===== src/rtl/mul_ctrl.sv =====
// Multiply-request controller: conditions operands to magnitude/sign form, sequences an
// external iterative multiplier and short-circuits repeated requests through a 1-entry cache.
module mul_ctrl (
  input  logic        clk,
  input  logic        rst,
  input  logic        req_valid_i,
  input  logic [1:0]  req_op_i,
  input  logic [31:0] req_rs1_i,
  input  logic [31:0] req_rs2_i,
  input  logic        flush_i,
  output logic        stall_o,
  output logic        res_valid_o,
  output logic [31:0] res_o,
  output logic        mul_start_o,
  output logic        mul_cancel_o,
  output logic        mul_signed_o,
  output logic [31:0] mul_op1_o,
  output logic [31:0] mul_op2_o,
  input  logic        mul_stop_i,
  input  logic [31:0] mul_res_l_i,
  input  logic [31:0] mul_res_h_i
);
  typedef enum logic [1:0] {IDLE, START, BUSY, DONE} state_t;

  localparam logic [1:0] OP_MUL    = 2'b00;
  localparam logic [1:0] OP_MULH   = 2'b01;
  localparam logic [1:0] OP_MULHSU = 2'b10;

  state_t      r_state, w_state_nxt;
  logic [31:0] r_op1, r_op2, r_rs1, r_rs2;
  logic        r_neg, r_s1, r_s2;
  logic [1:0]  r_op;
  logic [63:0] r_res;

  logic        r_c_vld, r_c_s1, r_c_s2;
  logic [31:0] r_c_rs1, r_c_rs2;
  logic [63:0] r_c_res;

  logic        w_s1, w_s2, w_neg1, w_neg2, w_hit, w_accept, w_capture;
  logic [31:0] w_mag1, w_mag2;

  function automatic logic [31:0] sel_res(input logic [1:0] op, input logic [63:0] p);
    return (op == OP_MUL) ? p[31:0] : p[63:32];
  endfunction

  assign w_s1   = (req_op_i == OP_MULH) || (req_op_i == OP_MULHSU);
  assign w_s2   = (req_op_i == OP_MULH);
  assign w_neg1 = w_s1 & req_rs1_i[31];
  assign w_neg2 = w_s2 & req_rs2_i[31];
  // 0x80000000 negates to itself, which is exactly its magnitude as unsigned
  assign w_mag1 = w_neg1 ? (~req_rs1_i + 32'd1) : req_rs1_i;
  assign w_mag2 = w_neg2 ? (~req_rs2_i + 32'd1) : req_rs2_i;

  // MUL low word does not depend on signedness, so any cached pair serves it
  assign w_hit = (r_state == IDLE) & req_valid_i & r_c_vld &
                 (req_rs1_i == r_c_rs1) & (req_rs2_i == r_c_rs2) &
                 ((req_op_i == OP_MUL) | ({w_s1, w_s2} == {r_c_s1, r_c_s2}));

  assign mul_op1_o    = r_op1;
  assign mul_op2_o    = r_op2;
  assign mul_signed_o = r_neg;

  always_comb begin
    w_state_nxt  = r_state;
    w_accept     = 1'b0;
    w_capture    = 1'b0;
    stall_o      = 1'b0;
    res_valid_o  = 1'b0;
    res_o        = 32'h0;
    mul_start_o  = 1'b0;
    mul_cancel_o = 1'b0;
    case (r_state)
      IDLE: begin
        if (!flush_i && w_hit) begin
          res_valid_o = 1'b1;
          res_o       = sel_res(req_op_i, r_c_res);
        end else if (!flush_i && req_valid_i) begin
          w_accept    = 1'b1;
          stall_o     = 1'b1;
          w_state_nxt = START;
        end
      end
      START: begin
        stall_o     = 1'b1;
        mul_start_o = 1'b1;
        if (flush_i) begin
          mul_cancel_o = 1'b1;
          w_state_nxt  = IDLE;
        end else begin
          w_state_nxt = BUSY;
        end
      end
      BUSY: begin
        stall_o = 1'b1;
        // a flush coinciding with the stop wins: the product is dropped
        if (flush_i) begin
          mul_cancel_o = 1'b1;
          w_state_nxt  = IDLE;
        end else if (mul_stop_i) begin
          w_capture   = 1'b1;
          w_state_nxt = DONE;
        end
      end
      DONE: begin
        w_state_nxt = IDLE;
        if (!flush_i) begin
          res_valid_o = 1'b1;
          res_o       = sel_res(r_op, r_res);
        end
      end
      default: w_state_nxt = IDLE;
    endcase
  end

  always_ff @(posedge clk) begin
    if (rst) begin
      r_state <= IDLE;
      r_op1   <= 32'h0;
      r_op2   <= 32'h0;
      r_rs1   <= 32'h0;
      r_rs2   <= 32'h0;
      r_neg   <= 1'b0;
      r_s1    <= 1'b0;
      r_s2    <= 1'b0;
      r_op    <= 2'b00;
      r_res   <= 64'h0;
      r_c_vld <= 1'b0;
      r_c_s1  <= 1'b0;
      r_c_s2  <= 1'b0;
      r_c_rs1 <= 32'h0;
      r_c_rs2 <= 32'h0;
      r_c_res <= 64'h0;
    end else begin
      r_state <= w_state_nxt;
      if (w_accept) begin
        r_op1 <= w_mag1;
        r_op2 <= w_mag2;
        r_neg <= w_neg1 ^ w_neg2;
        r_op  <= req_op_i;
        r_rs1 <= req_rs1_i;
        r_rs2 <= req_rs2_i;
        r_s1  <= w_s1;
        r_s2  <= w_s2;
      end
      if (w_capture) begin
        r_res   <= {mul_res_h_i, mul_res_l_i};
        r_c_vld <= 1'b1;
        r_c_rs1 <= r_rs1;
        r_c_rs2 <= r_rs2;
        r_c_s1  <= r_s1;
        r_c_s2  <= r_s2;
        r_c_res <= {mul_res_h_i, mul_res_l_i};
      end
    end
  end
endmodule


===== config.mk =====
export PLATFORM = sky130hd
export DESIGN_NAME = mul_ctrl
export DESIGN_NICKNAME = d
export VERILOG_FILES = /design/src/rtl/mul_ctrl.sv
export SDC_FILE = /design/constraint.sdc
export NUM_CORES = 1
export LEC_CHECK = 0
export BUFFER_PORTS_ARGS = -buffer_cell sky130_fd_sc_hd__clkbuf_2
export CAP_MARGIN = 0
export CORE_MARGIN = 5
export CORE_UTILIZATION = 35
export CTS_BUF_LIST = sky130_fd_sc_hd__clkbuf_4 sky130_fd_sc_hd__clkbuf_8 sky130_fd_sc_hd__clkbuf_16
export CTS_CLUSTER_DIAMETER = 30
export DETAILED_ROUTE_END_ITERATION = 10
export PLACE_DENSITY = 0.65
export SLEW_MARGIN = 20
export SYNTH_ARGS = -nofsm -noshare
export SYNTH_HDL_FRONTEND = slang
export SYNTH_SLANG_ARGS = --single-unit

===== constraint.sdc =====
create_clock -name clk -period 3.1 [get_ports clk]
set_input_delay 0.31 -clock clk [delete_from_list [all_inputs] [get_ports clk]]
set_output_delay 0.31 -clock clk [all_outputs]
set_load 0.02 [all_outputs]

### Word level (Yosys, flattened, before mapping)

Index checks and enable logic that the tools add are counted.

* flip-flop bits (word level): 266
* latch bits: 0
* RAM bits: 0
* memory bits (read-only): 0
* input port bits: 135
* output and inout bits: 101
* word-level logic and storage cells: 74
* memories: 0

* add/subtract/negate cells: 2
* multiply operators: 0
* div/mod/pow operators: 0
* $lt $le $gt $ge: 0
* eq/ne operators: 11
* shift operators: 0
* muxes and demuxes: 26
* bitwise logic cells: 11
* reductions and logical operators: 9

Operators with widths (number)
* $mux 32: 6
* $add 32x1->32 const B: 2
* $eq 32x32->1: 2
* $not 32->32: 2
* $pmux 32 s2: 1
* $mux 1: 11
* $mux 2: 5
* $pmux 2 s4: 1
* $and 1x1->1: 7
* $eq 2x2->1 const B: 3
* $logic_not 2->1: 3
* $eq 2x1->1 const B: 2
* $pmux 1 s2: 2
* $ne 3x3->1 const B: 1
* $reduce_and 3->1: 1
* $eq 2x2->1: 1
* $logic_and 1x1->1: 2
* $ne 2x1->1 const B: 1
* $ne 2x2->1 const B: 1
* $reduce_or 2->1: 1
* $logic_not 1->1: 1
* $logic_or 1x1->1: 1
* $or 1x1->1: 1
* $xor 1x1->1: 1

### Depth between registers and ports, before layout

Gate-level depths: netlist (run 1).

* depth in word-level cells: 9
* depth in mapped cells: 11
* mapped depth without buffers: 9

### Least setup slack after synthesis (run 1)

OpenSTA, ideal clock, no wires.

* kind: input port to output port
* start point: input port req_op_i[0]
* end point: output port res_o[10]
* arrival: 2.272 ns
* data required time: 2.790 ns
* path slack: 0.518 ns
* stages on the path: 10
* path buffers: 1
* cell sequence: inv_1 ha_1 xnor2_1 a21oi_1 nor4_1 nand4_1 or3_4 o31ai_4 buf_6 a22o_1

* word-level cells in the longest chain between the ends: 8
* elaborated cells on any way between the ends: 11
* those cells by class: eq/ne (3); mux (3); bitwise (2); reduce/logical (3)

Ends and longest elaborated chain
* start, declared: line 7 `input logic [1:0] req_op_i,`
* $eq 2x1->1 or $eq 2x2->1 (tied branches): line 46 `assign w_s1 = (req_op_i == OP_MULH) || (req_op_i == OP_MULHSU);`
* $logic_or 1x1->1 *: line 46
* named net w_s1: line 39 `logic w_s1, w_s2, w_neg1, w_neg2, w_hit, w_accept, w_capture;`
* $eq 2x2->1 *: line 57 `((req_op_i == OP_MUL) | ({w_s1, w_s2} == {r_c_s1, r_c_s2}));`
* $or 1x1->1 *: line 57
* $and 1x1->1 *: line 56 `(req_rs1_i == r_c_rs1) & (req_rs2_i == r_c_rs2) &`
* $logic_and 1x1->1 *: line 74 `if (!flush_i && w_hit) begin`
* $mux 32 *: line 74
* $pmux 32 s2 *: line 72 `case (r_state)`
* end, declared: line 13 `output logic [31:0] res_o,`

Mark *: on every way through the listed nets, which the timed path passes. The rest lies on a longest branch.

### Worst setup path in the final report (run 1)

* start point: register r_c_rs2[27]
* end point: output port res_o[4]

* word-level cells in the longest chain between the ends: 6

Ends and longest elaborated chain
* start, declared: line 36 `logic [31:0] r_c_rs1, r_c_rs2;`
* start signal, assigned: line 149 `r_c_rs2 <= r_rs2;`
* $eq 32x32->1: line 56
* $and 1x1->1 (2 in a row): line 56
* $logic_and 1x1->1: line 74
* $mux 32: line 74
* $pmux 32 s2: line 72

No other way between the ends.

==> results of run 1 <==
## flip-flops by register name, summed over array words and instances (netlist names)
signal        cells
r_c_res          64
mul_op1_o        32
mul_op2_o        32
r_c_rs1          32
r_c_rs2          32
r_rs1            31
r_rs2            31
r_op              2
r_state           2
mul_signed_o      1
r_c_s1            1
r_c_s2            1
r_c_vld           1
r_s1              1
r_s2              1
## per-stage QoR
stage | area [µm²] | setup WS (ns) | hold WS (ns) | utilization
finish | 17100 | -0.336 | 0.0352 | 0.513
global route | 17100 | -0.434 | 0.0250 | 0.513
CTS | 16900 | -0.334 | 0.00160 | 0.505
detailed placement | 13600 | 0.0610 | 0.442 | 0.407
global placement | 13600 | 0.140 | 0.435 | 0.407
floorplan | 11800 | 0.518 | 0.432 | -
## power by group
group	internal, mW	total, mW	switching (mW)
Clock	4.51	6.51	2.00
Combinational	0.439	1.11	0.668
Sequential	3.53	3.60	0.0672
Total	8.48	11.2	2.74
## cells in the mapped netlist, types with 3 or more instances
master,instances,area share
xnor2_2,4,0.0055
buf_6,8,0.0076
o31ai_1,12,0.0076
nand2_1,419,0.13
o21ai_0,13,0.0055
xnor2_1,93,0.069
a21oi_1,221,0.094
inv_1,12,0.0038
buf_2,12,0.0051
nor2_1,96,0.031
ha_1,10,0.011
dfxtp_1,264,0.45
xor2_1,28,0.021
nor4_1,14,0.0074
a22o_1,30,0.022
nand4_1,32,0.017
a31oi_1,5,0.0027
a211oi_1,60,0.038
o41ai_1,4,0.0030
nand3_1,7,0.0030
nor3_1,12,0.0051
clkbuf_1,95,0.030
o21a_1,3,0.0019
and2_1,4,0.0021
nand2b_1,7,0.0037
## tightest hold or removal path, stage by stage
cell      delay (ns)
clkbuf_2        0.09
nand2_1         0.08
a21oi_1         0.07
## per-layer routing
| metal | wire length [µm] | track usage |
|---|---|---|
| met5 | 13 | 0 |
| met4 | 1330 | 0.0713 |
| met3 | 2570 | 0.0470 |
| met2 | 19900 | 0.346 |
| met1 | 16900 | 0.246 |
## cell families (layout without fill, tap and decap cells)
kind of cell             count (synthesis)  in the layout  share of synthesized area
AND/OR/NAND/NOR                        607            607                      0.215
AO/OA/AOI/OAI                          355            356                      0.181
flip-flops                             264            264                      0.448
buffers and inverters                  129            497                     0.0481
XOR/XNOR                               125            125                     0.0954
adder cells (fa/ha/maj)                 10             10                     0.0106
multiplexers                             2              2                    0.00170
other                                    0              2                          0
## area by class of cell
cell class,count,area [µm²]
repair buffers,375,2900
clock buffers,77,1660
clock inverters,33,472
multi-input cells,1100,6190
well taps,448,561
fillers,3030,16200
inverters,12,45.0
diodes,2,5.00
flip-flops and latches,264,5300
## what timing repair did
action | in CTS | in global routing
cloned | 2 | 5
hold endpoints to repair | 64 | 0
setup buffers | 9 | 4
pin swaps | 21 | 20
endpoints found under the setup margin | 34 | 34
resized for setup | 87 | 34
hold buffers | 64 | 0
## path summary, 6_finish.rpt
path                                 startpoint     endpoint  slack [ns]  cells past startpoint
worst max-delay path                r_c_rs2[27]     res_o[4]       -0.34                      9
worst max register to register       r_state[0]  r_c_res[50]        0.67                      8
worst min register to register         r_rs2[2]   r_c_rs2[2]        0.44                      2
worst min-delay path            mul_res_l_i[19]  r_c_res[19]        0.04                      3
==> results by group, run 1 <==
CTS
  • Clock buffer count from CTS: approximately 60
  • Clock sinks: ~260
  • Clock Tree Root: clkbuf_16
  • Max Root-Sink Buffers: 3
  • Htree depth: 2
  • CTS tree: done
  • Clk slew on worst S/H paths: 0.05 ns
  • Worst-Skew Late Latency: between 0.5 and 0.6 ns

Final layout
  • Layout area overhead: 45.2%
  • Commonest non-fill, non-tap cell in the layout: nand2_1
  • Final instance count without filler cells: 2,311
  • Commonest non-fill, non-tap cells in the layout: nand2_1 (419), dfxtp_1 (258), a21oi_1 (220)
  • NumNets Final: 1,957
  • Layout cells sized above 1: 0.254

Timing
  • Crit share post-route: 1.11
  • Final setup viols: 32
  • Slew of the pin with the lowest slew margin: between 0.7 and 0.8 ns
  • Period minus WS final: approximately 3.4 ns
  • F_max: a little under 300 MHz
  • Fin. Hold Viols: 0
  • Worst clock skew: between 0.02 and 0.025 ns
  • Setup TNS: -9.52 ns
  • Final Max Slew Viols: 0
  • Slew headroom: 0.478
  • RSZ-0062 raised after global routing: yes
  • Final setup margin: -0.336 ns

Setup path
  • WP buf/inv: 3
  • Crit. End Element: output port
  • Worst endpoint data arrival time: about 3.1 ns
  • Worst setup SP type: flip-flop
  • Crit-path max cell delay: between 0.5 and 0.6 ns
  • Worst path top cell family by delay: simple AND/OR/NAND/NOR gates
  • Worst setup path category: flip-flop to output port
  • Worst-path fanout max: 8
  • CP max stage cell: or4_1
  • Critical Path, Cell by Cell: xnor2_2 -> nand4_1 -> or4_1 -> or3_4 -> o31ai_4 -> buf_6 -> buf_16 -> a22o_1 -> clkbuf_8
  • Worst Path Required: 2.79 ns

Synth
  • Syn Area/Cell: around 8 µm²
  • Synth cell types: 46
  • Post-synth top flop: dfxtp_1
  • Register area share after synthesis: 0.448
  • Post-synthesis cell count: about 1,500
  • Syn nets: ~1,600
  • Synthesized cell area: roughly 0.012 mm²
  • EDFF count, synth: 0
  • Yosys reg bits: between 200 and 300
  • Async SR Flop Fraction: 0
  • Total number of yosys warnings: 0

Power and ir drop
  • Pwr/cell area: between 600 and 700 mW/mm²
  • PnR Total Power: around 11 mW
  • Lkg Pwr: between 6 and 7 nW
  • VDD IR max: 0.433 mV

Floorplanning
  • Initial core utilization: 0.353
  • Std-Cell Rows: 67
  • Area of the core: 0.0334 mm²
  • Die area: between 0.03 and 0.04 mm²
  • Die Ht: slightly below 200 µm
  • Io pins: between 200 and 250
  • Die width: just under 200 µm

Global routing
  • Number of global-route vias before repair: approximately 12,000
  • Initial antenna violation count: 2
  • Largest net degree at the start of global routing: 104
  • Total global-route track usage: 0.201
  • Gr ovfl total: 0
  • First-pass GRT wire length: around 62 mm

Detailed routing
  • 1st-iter DRT viols: 778
  • Detailed-route wire length per cell: 17.6 µm
  • Final ANT Viol Nets: 0
  • Via count: about 12,000
  • DRC: 0
  • Vias per inst: just over 5
  • Routed WL: slightly above 40 mm
  • 1st-pass router iterations: 5

Place
  • DP Cell Count: between 2,000 and 2,500
  • DP HPWL: around 26 mm
  • Routability cong.: 0.858
  • Port Buffer Count: approximately 240

Min path
  • Worst Hold Class: input pin to flip-flop

Run status
  • Status: finished with violations
  • Failing checks: setup timing

Job
  • MaxCap Viol Count: 0
(Power assumes the default switching activity.)
==> run 2, diff against run 1 <==
- ABC_AREA: unset -> 1
- CELL_PAD_IN_SITES_DETAIL_PLACEMENT: unset -> 1
- CELL_PAD_IN_SITES_GLOBAL_PLACEMENT: unset -> 2
- CORE_UTILIZATION: 35 -> 31
- PLACE_DENSITY: 0.65 -> 0.91
==> run 2 against run 1 <==
  * The flow now finishes without violations
  * Area after synthesis increased by 14%
  * Non-clock buffer count decreased by 103
  * Core utilization shrank 8.6 points
  * Critical path type unchanged
==> results by group, run 2 <==
Synth
  • Yosys top cell by area: dfxtp_1 (unchanged)
  • Synth area leaders: dfxtp_1 (39%), nand2_1 (14%), a21oi_1 (11%), o21ai_0 (7.0%), inv_1 (6.2%) (was dfxtp_1 (45%), nand2_1 (13%), a21oi_1 (9.4%), xnor2_1 (6.9%), a211oi_1 (3.8%))
  • Count leader, synth: nand2_1 (unchanged)
  • EDFF count, synth: 0 (unchanged)
  • Synthesized cell area: 0.0134 mm² (was 0.0118 mm²)
  • Register area share after synthesis: 0.394 (was 0.448)
  • Share of the synthesized area in the top cell type: 0.394 (was 0.448)
  • Total number of yosys warnings: 0 (unchanged)
  • Most frequent cells after synthesis: nand2_1 (497), a21oi_1 (294), dfxtp_1 (264) (was nand2_1 (419), dfxtp_1 (264), a21oi_1 (221))
  • Synth cell types: 35 (was 46)
  • Syn nets: 2,127 (was 1,637)
  • Syn Area/Cell: 6.77 µm² (was 7.90 µm²)
  • Post-synth top flop: dfxtp_1 (unchanged)
  • Yosys reg bits: 264 (unchanged)
  • Async SR Flop Fraction: 0 (unchanged)
  • Post-synthesis cell count: 1,982 (was 1,492)

Final layout
  • NumNets Final: 2,366 (was 1,957)
  • Final instance count without filler cells: 2,875 (was 2,311)
  • Layout area overhead: 36.9% (was 45.2%)
  • Multi-input combinational cell area: 0.00669 mm² (was 0.00619 mm²)
  • Largest register FFs: 64 (unchanged)
  • # fillers: 5,379 (was 3,030)
  • Commonest non-fill, non-tap cells in the layout: nand2_1 (497), a21oi_1 (293), dfxtp_1 (262) (was nand2_1 (419), dfxtp_1 (258), a21oi_1 (220))
  • Biggest register: r_c_res (unchanged)
  • Layout cells sized above 1: 0.237 (was 0.254)
  • Commonest non-fill, non-tap cell in the layout: nand2_1 (unchanged)
  • Sequential Area: 0.00529 mm² (was 0.00530 mm²)

Global routing
  • Total global-route track usage: 0.199 (was 0.201)
  • Initial antenna violation count: 3 (was 2)
  • Gr ovfl total: 0 (unchanged)
  • Largest net degree at the start of global routing: 126 (was 104)
  • First-pass GRT wire length: 77.9 mm (was 62.5 mm)
  • Number of global-route vias before repair: 14,952 (was 11,525)

Place
  • DP Cell Count: 2,712 (was 2,116)
  • Routability cong.: 0.823 (was 0.858)
  • DP HPWL: 32.1 mm (was 26.4 mm)
  • Port Buffer Count: 235 (unchanged)

Setup path
  • FF-to-FF path depth: 14 (was 8)
  • CP max stage cell: dfxtp_2 (was or4_1)
  • Worst-path fanout max: 8 (unchanged)
  • Launching point of the worst reg2reg path: r_state[0] (unchanged)
  • Worst Path Required: 2.79 ns (about the same)
  • Worst setup path category: flip-flop to output port (unchanged)
  • Worst path top cell family by delay: simple AND/OR/NAND/NOR gates (unchanged)
  • WP buf/inv: 4 (was 3)
  • Setup crit start: r_state[0] (was r_c_rs2[27])
  • CP Depth: 14 (was 9)
  • Worst setup SP type: flip-flop (unchanged)
  • Crit. End Element: output port (unchanged)
  • Crit-path max cell delay: 0.34 ns (was 0.51 ns)
  • Critical Path, Cell by Cell: inv_2 -> ha_4 -> nand2_1 -> nor2_1 -> nand3_1 -> nor2_2 -> nand2_1 -> nor2_2 -> nand3_2 -> clkinv_4 -> buf_12 -> o211ai_1 -> a21oi_1 -> clkbuf_2 (was xnor2_2 -> nand4_1 -> or4_1 -> or3_4 -> o31ai_4 -> buf_6 -> buf_16 -> a22o_1 -> clkbuf_8)
  • Reg2Reg Setup Slack: 0.58 ns (was 0.67 ns)
  • Worst endpoint data arrival time: 2.60 ns (was 3.13 ns)

Min path
  • Worst Hold Class: input pin to flip-flop (unchanged)
  • Worst hold stages: 3 (unchanged)
  • Worst min-delay path startpoint: req_op_i[1] (was mul_res_l_i[19])

Power and ir drop
  • PnR Total Power: 15.7 mW (was 11.2 mW)
  • Reg power frac: 0.256 (was 0.321)
  • Pwr/cell area: 853 mW/mm² (was 655 mW/mm²)
  • Clock network power share: 0.586 (was 0.581)
  • Switching part of the total power: 0.276 (was 0.244)
  • Int Pwr: 11.4 mW (was 8.48 mW)
  • VDD IR max: 0.443 mV (was 0.433 mV)
  • Lkg Pwr: 7.70 nW (was 6.46 nW)
  • Power share of the combinational group: 0.158 (was 0.099)
  • P_sw: 4.32 mW (was 2.74 mW)

Run status
  • Status: complete, no violations (was finished with violations)

CTS
  • Clk slew on worst S/H paths: 0.04 ns (was 0.05 ns)
  • Htree depth: 3 (was 2)
  • Clock buffer count from CTS: 84 (was 59)
  • Worst-Skew Late Latency: 0.57 ns (was 0.58 ns)
  • Clock Tree Root: clkbuf_16 (unchanged)
  • Clock sinks: 264 (unchanged)
  • Max Root-Sink Buffers: 3 (unchanged)
  • CTS tree: done (unchanged)

Timing
  • RSZ-0062 raised after global routing: yes (unchanged)
  • Slew of the pin with the lowest slew margin: 0.823 ns (was 0.782 ns)
  • Crit share post-route: 0.939 (was 1.11)
  • F_max: 343 MHz (was 291 MHz)
  • Final Max Slew Viols: 0 (unchanged)
  • Fin. Hold Viols: 0 (unchanged)
  • Slew headroom: 0.450 (was 0.478)
  • Final setup viols: 0 (was 32)
  • Worst clock skew: 0.0162 ns (was 0.0235 ns)
  • Period minus WS final: 2.91 ns (was 3.44 ns)

Detailed routing
  • Routed WL: 48.8 mm (was 40.7 mm)
  • Detailed-route wire length per cell: 17.0 µm (was 17.6 µm)
  • Via count: 14,091 (was 11,871)
  • 1st-pass router iterations: 5 (unchanged)
  • DRC: 0 (unchanged)
  • Vias per inst: 4.90 (was 5.14)
  • Final ANT Viol Nets: 0 (unchanged)
  • 1st-iter DRT viols: 629 (was 778)

Floorplanning
  • Io pins: 236 (unchanged)
  • Die width: 218 µm (was 194 µm)
  • Die Ht: 218 µm (was 194 µm)
  • Initial core utilization: 0.312 (was 0.353)
  • Area of the core: 0.0430 mm² (was 0.0334 mm²)
  • Std-Cell Rows: 76 (was 67)
  • Die area: 0.0476 mm² (was 0.0375 mm²)

Job
  • MaxCap Viol Count: 0 (unchanged)
==> run 2: cell count changes after synthesis, moves of 30 or more <==
cell | previous run | this run
xnor2_1 | 93 | 2
o211ai_1 | 1 | 34
nand2_2 | 0 | 40
inv_1 | 12 | 223
o21ai_0 | 13 | 189
a211oi_1 | 60 | 0
nand2_1 | 419 | 497
a21oi_1 | 221 | 294
a21oi_2 | 0 | 40
a22o_1 | 30 | 0
==> run 2: worst register-to-register path, stage by stage, from the launching register on <==
cell and delay (ns):
dfxtp_2 0.34, inv_2 0.09, ha_4 0.16, nand2_1 0.06, nor2_1 0.10, nand3_1 0.10, nor2_2 0.13, nand2_1 0.08
nor2_2 0.09, nand3_2 0.10, buf_4 0.19, nand3_4 0.10, buf_4 0.51, nand2_1 0.17, a21oi_1 0.21
==> run 2: path summary, 6_finish.rpt <==
kind,to
max,res_o[0]
max reg2reg,mul_op2_o[16]
min reg2reg,r_c_res[40]
min,r_op[1]
==> run 2: layout make-up <==
cell class,instances,share of cell area
multi-input cells,1350,0.364
flip-flops and latches,264,0.288
clock buffers,116,0.136
repair buffers,272,0.0884
inverters,249,0.0513
well taps,585,0.0398
clock inverters,37,0.0321
diodes,2,0.000272
==> run 2: per-layer routing <==
layer  vias to the layer above  share of wire  global-route usage
li1                       6882              -                   -
met1                      6821           0.43               0.240
met2                       304           0.49               0.351
met3                        82          0.057              0.0493
met4                         2          0.019              0.0636
met5                         -        0.00014                   0
==> run 2: power by group through the flow <==
stage                     combinational [mW]  sequential [mW]  clock (mW)
after floorplan                         1.52             4.13           0
after global placement                  2.36             4.04           0
after detailed placement                2.43             4.06           0
after CTS                               2.50             4.02        9.34
after global routing                    2.75             4.06        9.56
final                                   2.48             4.02        9.18
==> run 2: timing repair <==
item                       CTS  global route
setup buffers                3             0
gates cloned                 2             0
hold buffers                 4             0
gates resized for setup     21            14
pin swaps                    5             6
hold endpoints to repair     4             0
setup endpoints to repair   32            30
==> run 2: cells by family (layout without fill, tap and decap cells) <==
| logic type | count (synthesis) | after routing | share of synthesized area |
|---|---|---|---|
| flip-flops | 264 | 264 | 0.394 |
| XOR/XNOR | 56 | 56 | 0.0365 |
| other | 0 | 2 | 0 |
| buffers and inverters | 368 | 674 | 0.112 |
| adder cells (fa/ha/maj) | 10 | 10 | 0.00932 |
| AO/OA/AOI/OAI | 566 | 566 | 0.230 |
| AND/OR/NAND/NOR | 718 | 718 | 0.219 |
==> run 2: per-stage QoR <==
stage | TNS [ns] | utilization | area, µm² | hold slack, ns | worst slack (ns)
after floorplan | 0 | - | 13400 | 0.430 | 0.671
after global placement | 0 | 0.352 | 15100 | 0.440 | 0.473
after detailed placement | 0 | 0.352 | 15100 | 0.451 | 0.404
after CTS | 0 | 0.428 | 18400 | 0.000860 | 0.00887
after global routing | -0.0621 | 0.427 | 18400 | 0.0119 | -0.0275
final | 0 | 0.427 | 18400 | 0.0231 | 0.188
